==> src/rtl/mesi_bus_ctrl_rr_if.sv <==
// Bus bundle between the MESI controller and its caches / L2.
// master: the controller. slave: the caches plus L2 side.
interface mesi_bus_ctrl_rr_if #(
    parameter int CPUS   = 4,
    parameter int ADDR_W = 32,
    parameter int DATA_W = 64
);
    // requests from the L1s
    logic [CPUS-1:0]             req_valid;
    logic [CPUS-1:0][1:0]        req_op;
    logic [CPUS-1:0][ADDR_W-1:0] req_addr;
    logic [CPUS-1:0][DATA_W-1:0] req_wdata;
    // responses to the requester
    logic [CPUS-1:0]             rsp_ready;
    logic [DATA_W-1:0]           rsp_rdata;
    logic [CPUS-1:0]             rsp_exclusive;
    // snoop broadcast and replies
    logic                        snoop_valid;
    logic                        snoop_inv;
    logic [ADDR_W-1:0]           snoop_addr;
    logic [CPUS-1:0]             snoop_mask;
    logic [CPUS-1:0]             snoop_hit;
    logic [CPUS-1:0]             snoop_dirty;
    logic [CPUS-1:0][DATA_W-1:0] snoop_data;
    logic [CPUS-1:0]             snoop_data_valid;
    // shared L2 port
    logic                        l2_ren;
    logic                        l2_wen;
    logic [ADDR_W-1:0]           l2_addr;
    logic [DATA_W-1:0]           l2_wdata;
    logic [DATA_W-1:0]           l2_rdata;
    logic                        l2_ready;

    modport master (
        input  req_valid, req_op, req_addr, req_wdata,
        output rsp_ready, rsp_rdata, rsp_exclusive,
        output snoop_valid, snoop_inv, snoop_addr, snoop_mask,
        input  snoop_hit, snoop_dirty, snoop_data, snoop_data_valid,
        output l2_ren, l2_wen, l2_addr, l2_wdata,
        input  l2_rdata, l2_ready
    );

    modport slave (
        output req_valid, req_op, req_addr, req_wdata,
        input  rsp_ready, rsp_rdata, rsp_exclusive,
        input  snoop_valid, snoop_inv, snoop_addr, snoop_mask,
        output snoop_hit, snoop_dirty, snoop_data, snoop_data_valid,
        input  l2_ren, l2_wen, l2_addr, l2_wdata,
        output l2_rdata, l2_ready
    );
endinterface

==> src/rtl/mesi_bus_ctrl_rr.sv <==
// MESI snooping bus controller: round-robin grant, one transaction in flight,
// cache-to-cache fills through a line buffer, dirty supplied lines written to L2.
module mesi_bus_ctrl_rr #(
    parameter int CPUS        = 4,
    parameter int BLOCK_WORDS = 2,
    parameter int ADDR_W      = 32,
    parameter int DATA_W      = 64
) (
    input logic                CLK,
    input logic                nRST,
    mesi_bus_ctrl_rr_if.master bus
);
    localparam int CW = $clog2(CPUS);
    localparam int BW = $clog2(BLOCK_WORDS) + 1;
    localparam int IW = (BLOCK_WORDS > 1) ? $clog2(BLOCK_WORDS) : 1;

    typedef enum logic [1:0] {OP_RD, OP_RDX, OP_UPGR, OP_WB} op_e;
    typedef enum logic [2:0] {IDLE, SNOOP, XFER, RMEM, WMEM, WB_BUF, DONE} state_e;

    state_e            state_q, state_d;
    logic [CW-1:0]     rr_ptr_q, rr_ptr_d, req_q, req_d, sup_q, sup_d;
    op_e               op_q, op_d;
    logic [ADDR_W-1:0] base_q, base_d;
    logic [BW-1:0]     beat_q, beat_d;
    logic              dirty_q, dirty_d;
    logic [DATA_W-1:0] line_q [BLOCK_WORDS];
    logic [DATA_W-1:0] line_d [BLOCK_WORDS];

    logic              gnt_found, sup_found;
    logic [CW-1:0]     gnt_idx, sup_idx, cand;
    logic [CPUS-1:0]   mask_req, hits;
    logic [IW-1:0]     beat_idx;
    logic [ADDR_W-1:0] beat_addr;
    logic [CW-1:0]     next_ptr;
    logic              last_beat;

    logic [CPUS-1:0]   rsp_ready, rsp_excl;
    logic [DATA_W-1:0] rsp_rdata, l2_wdata;
    logic [ADDR_W-1:0] snoop_addr, l2_addr;
    logic [CPUS-1:0]   snoop_mask;
    logic              snoop_valid, snoop_inv, l2_ren, l2_wen;

    assign mask_req  = ~(CPUS'(1) << req_q);
    assign hits      = bus.snoop_hit & mask_req;
    assign beat_idx  = IW'(beat_q);
    // base is line aligned, so OR-ing the beat offset never leaves the line
    assign beat_addr = base_q | (ADDR_W'(beat_idx) << 3);
    assign next_ptr  = (req_q == CW'(CPUS - 1)) ? '0 : req_q + CW'(1);
    assign last_beat = (beat_q == BW'(BLOCK_WORDS - 1));

    // round-robin pick: scan downward so the lowest offset from rr_ptr wins
    always_comb begin
        gnt_found = 1'b0;
        gnt_idx   = '0;
        cand      = '0;
        for (int i = CPUS - 1; i >= 0; i--) begin
            cand = CW'((int'(rr_ptr_q) + i) % CPUS);
            if (bus.req_valid[cand]) begin
                gnt_found = 1'b1;
                gnt_idx   = cand;
            end
        end
    end

    // supplier is the lowest-index hit among the snooped caches
    always_comb begin
        sup_found = 1'b0;
        sup_idx   = '0;
        for (int i = CPUS - 1; i >= 0; i--) begin
            if (hits[CW'(i)]) begin
                sup_found = 1'b1;
                sup_idx   = CW'(i);
            end
        end
    end

    // next-state and output decode
    always_comb begin
        state_d     = state_q;
        rr_ptr_d    = rr_ptr_q;
        req_d       = req_q;
        op_d        = op_q;
        base_d      = base_q;
        beat_d      = beat_q;
        dirty_d     = dirty_q;
        sup_d       = sup_q;
        line_d      = line_q;
        rsp_ready   = '0;
        rsp_excl    = '0;
        rsp_rdata   = '0;
        snoop_valid = 1'b0;
        snoop_inv   = 1'b0;
        snoop_addr  = '0;
        snoop_mask  = '0;
        l2_ren      = 1'b0;
        l2_wen      = 1'b0;
        l2_addr     = '0;
        l2_wdata    = '0;
        case (state_q)
            IDLE: if (gnt_found) begin
                req_d   = gnt_idx;
                op_d    = op_e'(bus.req_op[gnt_idx]);
                base_d  = bus.req_addr[gnt_idx] & ~ADDR_W'(BLOCK_WORDS * 8 - 1);
                beat_d  = '0;
                state_d = (op_e'(bus.req_op[gnt_idx]) == OP_WB) ? WMEM : SNOOP;
            end
            SNOOP: begin
                snoop_valid = 1'b1;
                snoop_inv   = (op_q == OP_RDX) || (op_q == OP_UPGR);
                snoop_addr  = base_q;
                snoop_mask  = mask_req;
                beat_d      = '0;
                if (op_q == OP_UPGR) begin
                    state_d = DONE;
                end else if (sup_found) begin
                    sup_d   = sup_idx;
                    dirty_d = bus.snoop_dirty[sup_idx];
                    state_d = XFER;
                end else begin
                    state_d = RMEM;
                end
            end
            XFER: if (bus.snoop_data_valid[sup_q]) begin
                rsp_ready[req_q]   = 1'b1;
                rsp_excl[req_q]    = (op_q == OP_RDX);
                rsp_rdata          = bus.snoop_data[sup_q];
                line_d[beat_idx]   = bus.snoop_data[sup_q];
                beat_d             = beat_q + BW'(1);
                if (last_beat) begin
                    if (op_q == OP_RD && dirty_q) begin
                        beat_d  = '0;
                        state_d = WB_BUF;
                    end else begin
                        rr_ptr_d = next_ptr;
                        state_d  = IDLE;
                    end
                end
            end
            RMEM: begin
                l2_ren  = 1'b1;
                l2_addr = beat_addr;
                if (bus.l2_ready) begin
                    rsp_ready[req_q] = 1'b1;
                    rsp_excl[req_q]  = 1'b1;
                    rsp_rdata        = bus.l2_rdata;
                    beat_d           = beat_q + BW'(1);
                    if (last_beat) begin
                        rr_ptr_d = next_ptr;
                        state_d  = IDLE;
                    end
                end
            end
            WMEM: begin
                l2_wen   = 1'b1;
                l2_addr  = beat_addr;
                l2_wdata = bus.req_wdata[req_q];
                if (bus.l2_ready) begin
                    rsp_ready[req_q] = 1'b1;
                    beat_d           = beat_q + BW'(1);
                    if (last_beat) begin
                        rr_ptr_d = next_ptr;
                        state_d  = IDLE;
                    end
                end
            end
            WB_BUF: begin
                l2_wen   = 1'b1;
                l2_addr  = beat_addr;
                l2_wdata = line_q[beat_idx];
                if (bus.l2_ready) begin
                    beat_d = beat_q + BW'(1);
                    if (last_beat) begin
                        rr_ptr_d = next_ptr;
                        state_d  = IDLE;
                    end
                end
            end
            DONE: begin
                rsp_ready[req_q] = 1'b1;
                rsp_excl[req_q]  = 1'b1;
                rr_ptr_d         = next_ptr;
                state_d          = IDLE;
            end
            default: state_d = IDLE;
        endcase
    end

    // control state register
    always_ff @(posedge CLK or negedge nRST) begin
        if (!nRST) begin
            state_q  <= IDLE;
            rr_ptr_q <= '0;
            req_q    <= '0;
            op_q     <= OP_RD;
            base_q   <= '0;
            beat_q   <= '0;
            dirty_q  <= 1'b0;
            sup_q    <= '0;
        end else begin
            state_q  <= state_d;
            rr_ptr_q <= rr_ptr_d;
            req_q    <= req_d;
            op_q     <= op_d;
            base_q   <= base_d;
            beat_q   <= beat_d;
            dirty_q  <= dirty_d;
            sup_q    <= sup_d;
        end
    end

    // line buffer holds no control meaning, so it needs no reset
    always_ff @(posedge CLK) begin
        line_q <= line_d;
    end

    assign bus.rsp_ready     = rsp_ready;
    assign bus.rsp_exclusive = rsp_excl;
    assign bus.rsp_rdata     = rsp_rdata;
    assign bus.snoop_valid   = snoop_valid;
    assign bus.snoop_inv     = snoop_inv;
    assign bus.snoop_addr    = snoop_addr;
    assign bus.snoop_mask    = snoop_mask;
    assign bus.l2_ren        = l2_ren;
    assign bus.l2_wen        = l2_wen;
    assign bus.l2_addr       = l2_addr;
    assign bus.l2_wdata      = l2_wdata;
endmodule

==> src/flat_wrapper.sv <==
// flat-port wrapper written by rule: the top's interface ports become plain ports
module mesi_bus_ctrl_rr_flat 
#(
    parameter int CPUS        = 4,
    parameter int BLOCK_WORDS = 2,
    parameter int ADDR_W      = 32,
    parameter int DATA_W      = 64
)
  (CLK, nRST, bus_req_valid, bus_req_op, bus_req_addr, bus_req_wdata, bus_rsp_ready, bus_rsp_rdata, bus_rsp_exclusive, bus_snoop_valid, bus_snoop_inv, bus_snoop_addr, bus_snoop_mask, bus_snoop_hit, bus_snoop_dirty, bus_snoop_data, bus_snoop_data_valid, bus_l2_ren, bus_l2_wen, bus_l2_addr, bus_l2_wdata, bus_l2_rdata, bus_l2_ready);
  mesi_bus_ctrl_rr_if #(.CPUS(CPUS), .ADDR_W(ADDR_W), .DATA_W(DATA_W)) bus_i ();
  input logic CLK;
  input logic nRST;
  input wire logic [$bits(bus_i.req_valid)-1:0] bus_req_valid;
  input wire logic [$bits(bus_i.req_op)-1:0] bus_req_op;
  input wire logic [$bits(bus_i.req_addr)-1:0] bus_req_addr;
  input wire logic [$bits(bus_i.req_wdata)-1:0] bus_req_wdata;
  output wire logic [$bits(bus_i.rsp_ready)-1:0] bus_rsp_ready;
  output wire logic [$bits(bus_i.rsp_rdata)-1:0] bus_rsp_rdata;
  output wire logic [$bits(bus_i.rsp_exclusive)-1:0] bus_rsp_exclusive;
  output wire logic [$bits(bus_i.snoop_valid)-1:0] bus_snoop_valid;
  output wire logic [$bits(bus_i.snoop_inv)-1:0] bus_snoop_inv;
  output wire logic [$bits(bus_i.snoop_addr)-1:0] bus_snoop_addr;
  output wire logic [$bits(bus_i.snoop_mask)-1:0] bus_snoop_mask;
  input wire logic [$bits(bus_i.snoop_hit)-1:0] bus_snoop_hit;
  input wire logic [$bits(bus_i.snoop_dirty)-1:0] bus_snoop_dirty;
  input wire logic [$bits(bus_i.snoop_data)-1:0] bus_snoop_data;
  input wire logic [$bits(bus_i.snoop_data_valid)-1:0] bus_snoop_data_valid;
  output wire logic [$bits(bus_i.l2_ren)-1:0] bus_l2_ren;
  output wire logic [$bits(bus_i.l2_wen)-1:0] bus_l2_wen;
  output wire logic [$bits(bus_i.l2_addr)-1:0] bus_l2_addr;
  output wire logic [$bits(bus_i.l2_wdata)-1:0] bus_l2_wdata;
  input wire logic [$bits(bus_i.l2_rdata)-1:0] bus_l2_rdata;
  input wire logic [$bits(bus_i.l2_ready)-1:0] bus_l2_ready;
  assign bus_i.req_valid = bus_req_valid;
  assign bus_i.req_op = bus_req_op;
  assign bus_i.req_addr = bus_req_addr;
  assign bus_i.req_wdata = bus_req_wdata;
  assign bus_rsp_ready = bus_i.rsp_ready;
  assign bus_rsp_rdata = bus_i.rsp_rdata;
  assign bus_rsp_exclusive = bus_i.rsp_exclusive;
  assign bus_snoop_valid = bus_i.snoop_valid;
  assign bus_snoop_inv = bus_i.snoop_inv;
  assign bus_snoop_addr = bus_i.snoop_addr;
  assign bus_snoop_mask = bus_i.snoop_mask;
  assign bus_i.snoop_hit = bus_snoop_hit;
  assign bus_i.snoop_dirty = bus_snoop_dirty;
  assign bus_i.snoop_data = bus_snoop_data;
  assign bus_i.snoop_data_valid = bus_snoop_data_valid;
  assign bus_l2_ren = bus_i.l2_ren;
  assign bus_l2_wen = bus_i.l2_wen;
  assign bus_l2_addr = bus_i.l2_addr;
  assign bus_l2_wdata = bus_i.l2_wdata;
  assign bus_i.l2_rdata = bus_l2_rdata;
  assign bus_i.l2_ready = bus_l2_ready;
  mesi_bus_ctrl_rr #(.CPUS(CPUS), .BLOCK_WORDS(BLOCK_WORDS), .ADDR_W(ADDR_W), .DATA_W(DATA_W)) u_core (.CLK(CLK), .nRST(nRST), .bus(bus_i));
endmodule
==> config.mk <==
export PLATFORM = sky130hd
export DESIGN_NAME = mesi_bus_ctrl_rr_flat
export DESIGN_NICKNAME = d
export VERILOG_FILES = /design/src/rtl/mesi_bus_ctrl_rr_if.sv /design/src/rtl/mesi_bus_ctrl_rr.sv /design/src/flat_wrapper.sv
export SDC_FILE = /design/constraint.sdc
export NUM_CORES = 1
export LEC_CHECK = 0
export BUFFER_PORTS_ARGS = -buffer_cell sky130_fd_sc_hd__buf_2
export CAP_MARGIN = 20
export CORE_AREA = 2 2 370 372
export CTS_CLUSTER_DIAMETER = 40
export DETAILED_ROUTE_END_ITERATION = 8
export DIE_AREA = 0 0 372 374
export GPL_ROUTABILITY_DRIVEN = 0
export PLACE_DENSITY = 0.38
export SLEW_MARGIN = 25
export SYNTH_ARGS = -nofsm -noshare
export SYNTH_HDL_FRONTEND = slang
export SYNTH_SLANG_ARGS = --single-unit
==> constraint.sdc <==
create_clock -name CLK -period 6.3 [get_ports CLK]
set_clock_uncertainty 0.2 [all_clocks]
set_input_delay 1.26 -clock CLK [delete_from_list [all_inputs] [get_ports CLK]]
set_output_delay 1.26 -clock CLK [all_outputs]
set_load 0.02 [all_outputs]
# [Yosys cells after proc, flatten, opt, wreduce, memory -nomap -nowiden]
# Index checks and enable logic that the tools add are counted.
[word_totals] register_bits=170 input_bits=731 out_inout_bits=208
[op_classes] n_addsub=5 order_cmp=11 eq_ne=17 shift=1 mux=79 n_bitwise=6 reduce_logical=17
[op_table] cell="$mux W64" n=8
[op_table] cell="$bmux W64 S2" n=2
[op_table] cell="$pmux W64 S2" n=2
[op_table] cell="$bwmux W128" n=1
[op_table] cell="$mux W32" n=3
[op_table] cell="$bmux W32 S2" n=1
[op_table] cell="$demux W64 S1" n=1
[op_table] cell="$mux W2" n=18
[op_table] cell="$or A32 B4 Y32" n=1
[op_table] cell="$lt A2 B3 Y1 const B" n=8
[op_table] cell="$mux W3" n=8
[op_table] cell="$pmux W4 S3" n=2
[op_table] cell="$mux W1" n=18
[op_table] cell="$mux W4" n=4
[op_table] cell="$bmux W1 S2" n=6
[op_table] cell="$pmux W3 S4" n=1
[op_table] cell="$ne A2 B1 Y1 const B" n=5
[op_table] cell="$eq A3 B3 Y1 const B" n=3
[op_table] cell="$pmux W2 S4" n=1
[op_table] cell="$add A2 B1 Y2 const B" n=3
[op_table] cell="$eq A2 B2 Y1 const B" n=3
[op_table] cell="$eq A3 B2 Y1 const B" n=2
[op_table] cell="$pmux W2 S3" n=1
[op_table] cell="$reduce_and A6 Y1" n=1
[op_table] cell="27 further kinds" n=33

# [Logic depth before layout (Yosys ltp)]
[depth] depth_word=13 depth_mapped=10 depth_no_buf=9

# [Worst setup path after synthesis]
# OpenSTA, ideal clock, no wires.
[synth_timing] path_kind="input to register" startpoint="in bus_snoop_data_valid[1]" endpoint="reg u_core.line_q[0] in the netlist's numbering, enable pin" arrival_time_ns=4.770 slack_ns=0.844 cell_stages=5 path_buffers=2 cell_sequence="mux2_2 > clkbuf_1 > clkbuf_1 > nand2_1 > nor2_1"
[synth_via] elab_chain_len=3
[synth_rtl] element="from (decl)" line="flat_wrapper.sv:27" source="input wire logic [$bits(bus_i.snoop_data_valid)-1:0] bus_snoop_data_valid;"
[synth_rtl] element="$bmux W1 S2" line="mesi_bus_ctrl_rr.sv:123" source="XFER: if (bus.snoop_data_valid[sup_q]) begin"
[synth_rtl] element="$mux W1 (implied by the code)" line="mesi_bus_ctrl_rr.sv:123"
[synth_rtl] element="$reduce_and A2 Y1 (no source line)"
[synth_rtl] element="to (signal assigned)" line="mesi_bus_ctrl_rr.sv:213" source="line_q <= line_d;"
[synth_rtl] element="to (decl)" line="mesi_bus_ctrl_rr.sv:26" source="logic [DATA_W-1:0] line_q [BLOCK_WORDS];"
# No other way between the ends. The select of a mux whose other input is x is not followed.
# A chain may end at the register's enable or synchronous reset.

# [Worst setup path after layout]
[layout_timing] startpoint="reg u_core.state_q[1]" endpoint="out bus_rsp_rdata[17]"
[layout_via] elab_chain_len=2 elab_cells_between_ends=3
[layout_rtl] element="from (decl)" line="mesi_bus_ctrl_rr.sv:20" source="state_e state_q, state_d;"
[layout_rtl] element="from (signal assigned)" line="mesi_bus_ctrl_rr.sv:200" source="state_q <= state_d;"
[layout_rtl] element="$eq A3 B2 Y1" line="mesi_bus_ctrl_rr.sv:99" source="case (state_q)"
[layout_rtl] element="$pmux W64 S2 *" line="mesi_bus_ctrl_rr.sv:99"
[layout_rtl] element="to (decl)" line="flat_wrapper.sv:18" source="output wire logic [$bits(bus_i.rsp_rdata)-1:0] bus_rsp_rdata;"
# Mark *: on every way between the ends. The rest lies on a longest branch, timed or not.

==> out/qor.txt <==
Slew Limit Fails -> 0
Register area share after synthesis -> 42.2%
GRT Total Usage -> 9.18%
Worst Path Required -> 4840 ps
Worst EP arrival -> 3090 ps
Number of flops mapped to enable cells by yosys -> 128
Number of antenna violations at the first check in global routing -> 14
Most common cell after layout, fill and taps aside -> buf_2
# hold bufs at CTS -> 0
Sequential Power Share -> 27.2%
CTS max path bufs -> 2
Final setup viols -> 0
Die Wd -> 372 um
Remaining Overflow, GRT -> 0
Status -> completed
Clock-pin slew on the worst setup and hold paths -> 90 ps
Slowest cell delay on critical path -> 710 ps
Last element of the critical path -> bus_rsp_rdata[17]
Fin crit period -> 4550 ps
Mean Syn Cell Area -> 10.4 um2
R2R cell count -> 6
Power Total -> 6.73 mW
Vias in the first global route -> 12100
Core area -> 0.135 mm2
Final Hold Fails -> 0
Crit path max-delay cell type -> and3_4
Crit path cell chain -> nor2b_1 > and3_4 > buf_12 > a32o_1 > buf_2
Resize count post-CTS -> 0
Vias per std cell -> 3.28
Final TNS setup -> 0 ps
YS warnings -> 0
Clock sink count -> 169
Clk_lat worst skew -> 520 ps
R2r setup slk -> 3350 ps
CTS tree -> yes
Final nets -> 2578
Comb pwr share -> 56.2%
Residual DRC count -> 0
Post-synth ARST share -> 24.3%
Crit Path Category -> reg -> out
HP Class -> reg -> reg
Internal power -> 3.45 mW
Final ANT Viol Nets -> 0
Die area -> 0.139 mm2
IO Pins -> 939
Max Cap Viol -> 0
CP startpoint -> u_core.state_q[1]$_DFFE_PN0P_
Slew margin rel. -> 36.3%
Worst Max-Slew Pin Slew -> 956 ps
R2r endpoint -> u_core.line_q[83]$_DFFE_PP_
Switching power -> 3.27 mW
Leakage power -> 7.80 nW
RSZ-0062 raised after global routing -> no
F_max -> 220 MHz
Cts bufs inserted -> 17
Seq cells post-synth -> 169
Avg WL per Cell -> 18.3 um
Final Core Density -> 13.5%
Post-Synthesis Cell Area -> 0.0115 mm2
Hold Worst Slack -> 289 ps
Final HPWL DP -> 54100 um
Die Y-Extent -> 374 um
Row count -> 135
Root buf cell -> clkbuf_16
Peak VDD IR -> 0.000206 V
Synth-to-Final Area Change -> 58.2%
CP startpoint kind -> flop
Distinct cells, synth -> 39
Share of layout cells above drive strength 1 -> 53.6%
Pre-CTS setup slack -> 1950 ps
Final wirelength -> 66400 um
Clock power share -> 16.6%
Main synth FF type -> edfxtp_1
PwrDens -> 368 mW/mm2
First-pass GRT wire length -> 88900 um
Pin count of the biggest net entering global routing -> 66
Synthesized netlist cell count -> 1106
Port bufs -> 780
Origin of the critical flop-to-flop path -> u_core.state_q[1]$_DFFE_PN0P_
DR vias -> 11900
Crit-path max FO -> 44
Initial DRC count -> 677
Setup Fix Bufs, Post-CTS -> 0
H-Tree Depth -> 4
Detailed Routing Iterations Pass 1 -> 6
Initial cell density of the core -> 8.56%
Fin crit share -> 72.3%
Most frequent cells in the layout -> 780 x buf_2, 248 x nand2_1, 128 x edfxtp_1
Final worst slack -> 1750 ps
Sw frac -> 48.7%
CP endpoint kind -> output port
power groups by stage:
stage | clock (mW) | sequential [mW] | combinational (mW)
global route | 1.23 | 1.88 | 4.13
floorplan | 0 | 1.58 | 2.53
detailed placement | 0 | 1.87 | 3.88
CTS | 1.20 | 1.85 | 3.89
global placement | 0 | 1.87 | 3.89
finish | 1.12 | 1.83 | 3.78
per-stage QoR:
stage	cells	area (um2)
finish	3636	18300
global route	3635	18300
CTS	3632	18300
detailed placement	3600	17700
global placement	3600	17700
floorplan	1112	11600
logic make-up after synthesis:
family / Yosys count / share of synthesized area, %
mux: 203 / 25.3
flops: 169 / 42.2
simple gates: 439 / 16.8
buf+inv: 120 / 4.55
other cells: 1 / 0.0325
compound gates: 165 / 10.2
fa+ha+maj: 9 / 0.975
synthesized netlist by cell type (all sizes together) (3+ instances only):
| cell | count | area (um2) |
|---|---|---|
| buf | 48 | 255 |
| a32o | 64 | 641 |
| inv | 15 | 56.3 |
| o21ai | 77 | 385 |
| a21oi | 13 | 65.1 |
| edfxtp | 128 | 3840 |
| nand2b | 3 | 18.8 |
| ha | 9 | 113 |
| and2 | 29 | 181 |
| mux2 | 68 | 766 |
| dfrtp | 41 | 1030 |
| nor3 | 4 | 25.0 |
| mux4 | 64 | 1440 |
| nand3 | 88 | 440 |
| nand2 | 249 | 935 |
| nor2 | 29 | 109 |
| nor2b | 31 | 194 |
| mux2i | 71 | 711 |
| clkbuf | 57 | 214 |
state kept, by name (all words and copies together) (netlist names):
| register | count |
|---|---|
| u_core.dirty_q | 1 |
| u_core.line_q | 128 |
| u_core.req_q | 2 |
| u_core.beat_q | 2 |
| u_core.rr_ptr_q | 2 |
| u_core.op_q | 2 |
| u_core.sup_q | 1 |
| u_core.state_q | 3 |
| u_core.base_q | 28 |
how the worst min path moves through the flow:
stage / from / to / slack [ps] / cells past startpoint
floorplan: u_core.base_q[10]$_DFFE_PN0P_ / u_core.base_q[10]$_DFFE_PN0P_ / 250 / 2
global placement: u_core.base_q[15]$_DFFE_PN0P_ / u_core.base_q[15]$_DFFE_PN0P_ / 270 / 2
detailed placement: u_core.base_q[8]$_DFFE_PN0P_ / u_core.base_q[8]$_DFFE_PN0P_ / 280 / 2
CTS: u_core.base_q[8]$_DFFE_PN0P_ / u_core.base_q[8]$_DFFE_PN0P_ / 300 / 2
global route: u_core.base_q[8]$_DFFE_PN0P_ / u_core.base_q[8]$_DFFE_PN0P_ / 320 / 2
finish: u_core.base_q[8]$_DFFE_PN0P_ / u_core.base_q[8]$_DFFE_PN0P_ / 290 / 2
critical path: cells and delay by family (launching register included):
| family | cells | cell delay [ps] |
|---|---|---|
| AND/OR/NAND/NOR | 2 | 1160 |
| buffers and inverters | 2 | 410 |
| AO/OA/AOI/OAI | 1 | 180 |
| flip-flops | 1 | 620 |
layout make-up:
cell class	instances	area [um2]
fill	15500	117000
multi-input combinational	823	6250
sequential	169	4880
timing repair buffer	812	4260
tap	1781	2230
clock buffer	17	425
clock inverter	15	158
inverter	15	56.3
antenna	4	10.0
routing by layer:
metal	vias to the layer above	wire length [um]	share of wire, %	global-route usage [%]
met2	571	33000	50	15.7
met4	4	1390	2.1	3.05
li1	5566	-	-	-
met3	46	5260	7.9	2.81
met5	-	27	0.041	0
met1	5754	26800	40	10.8
(Power assumes the default switching activity.)
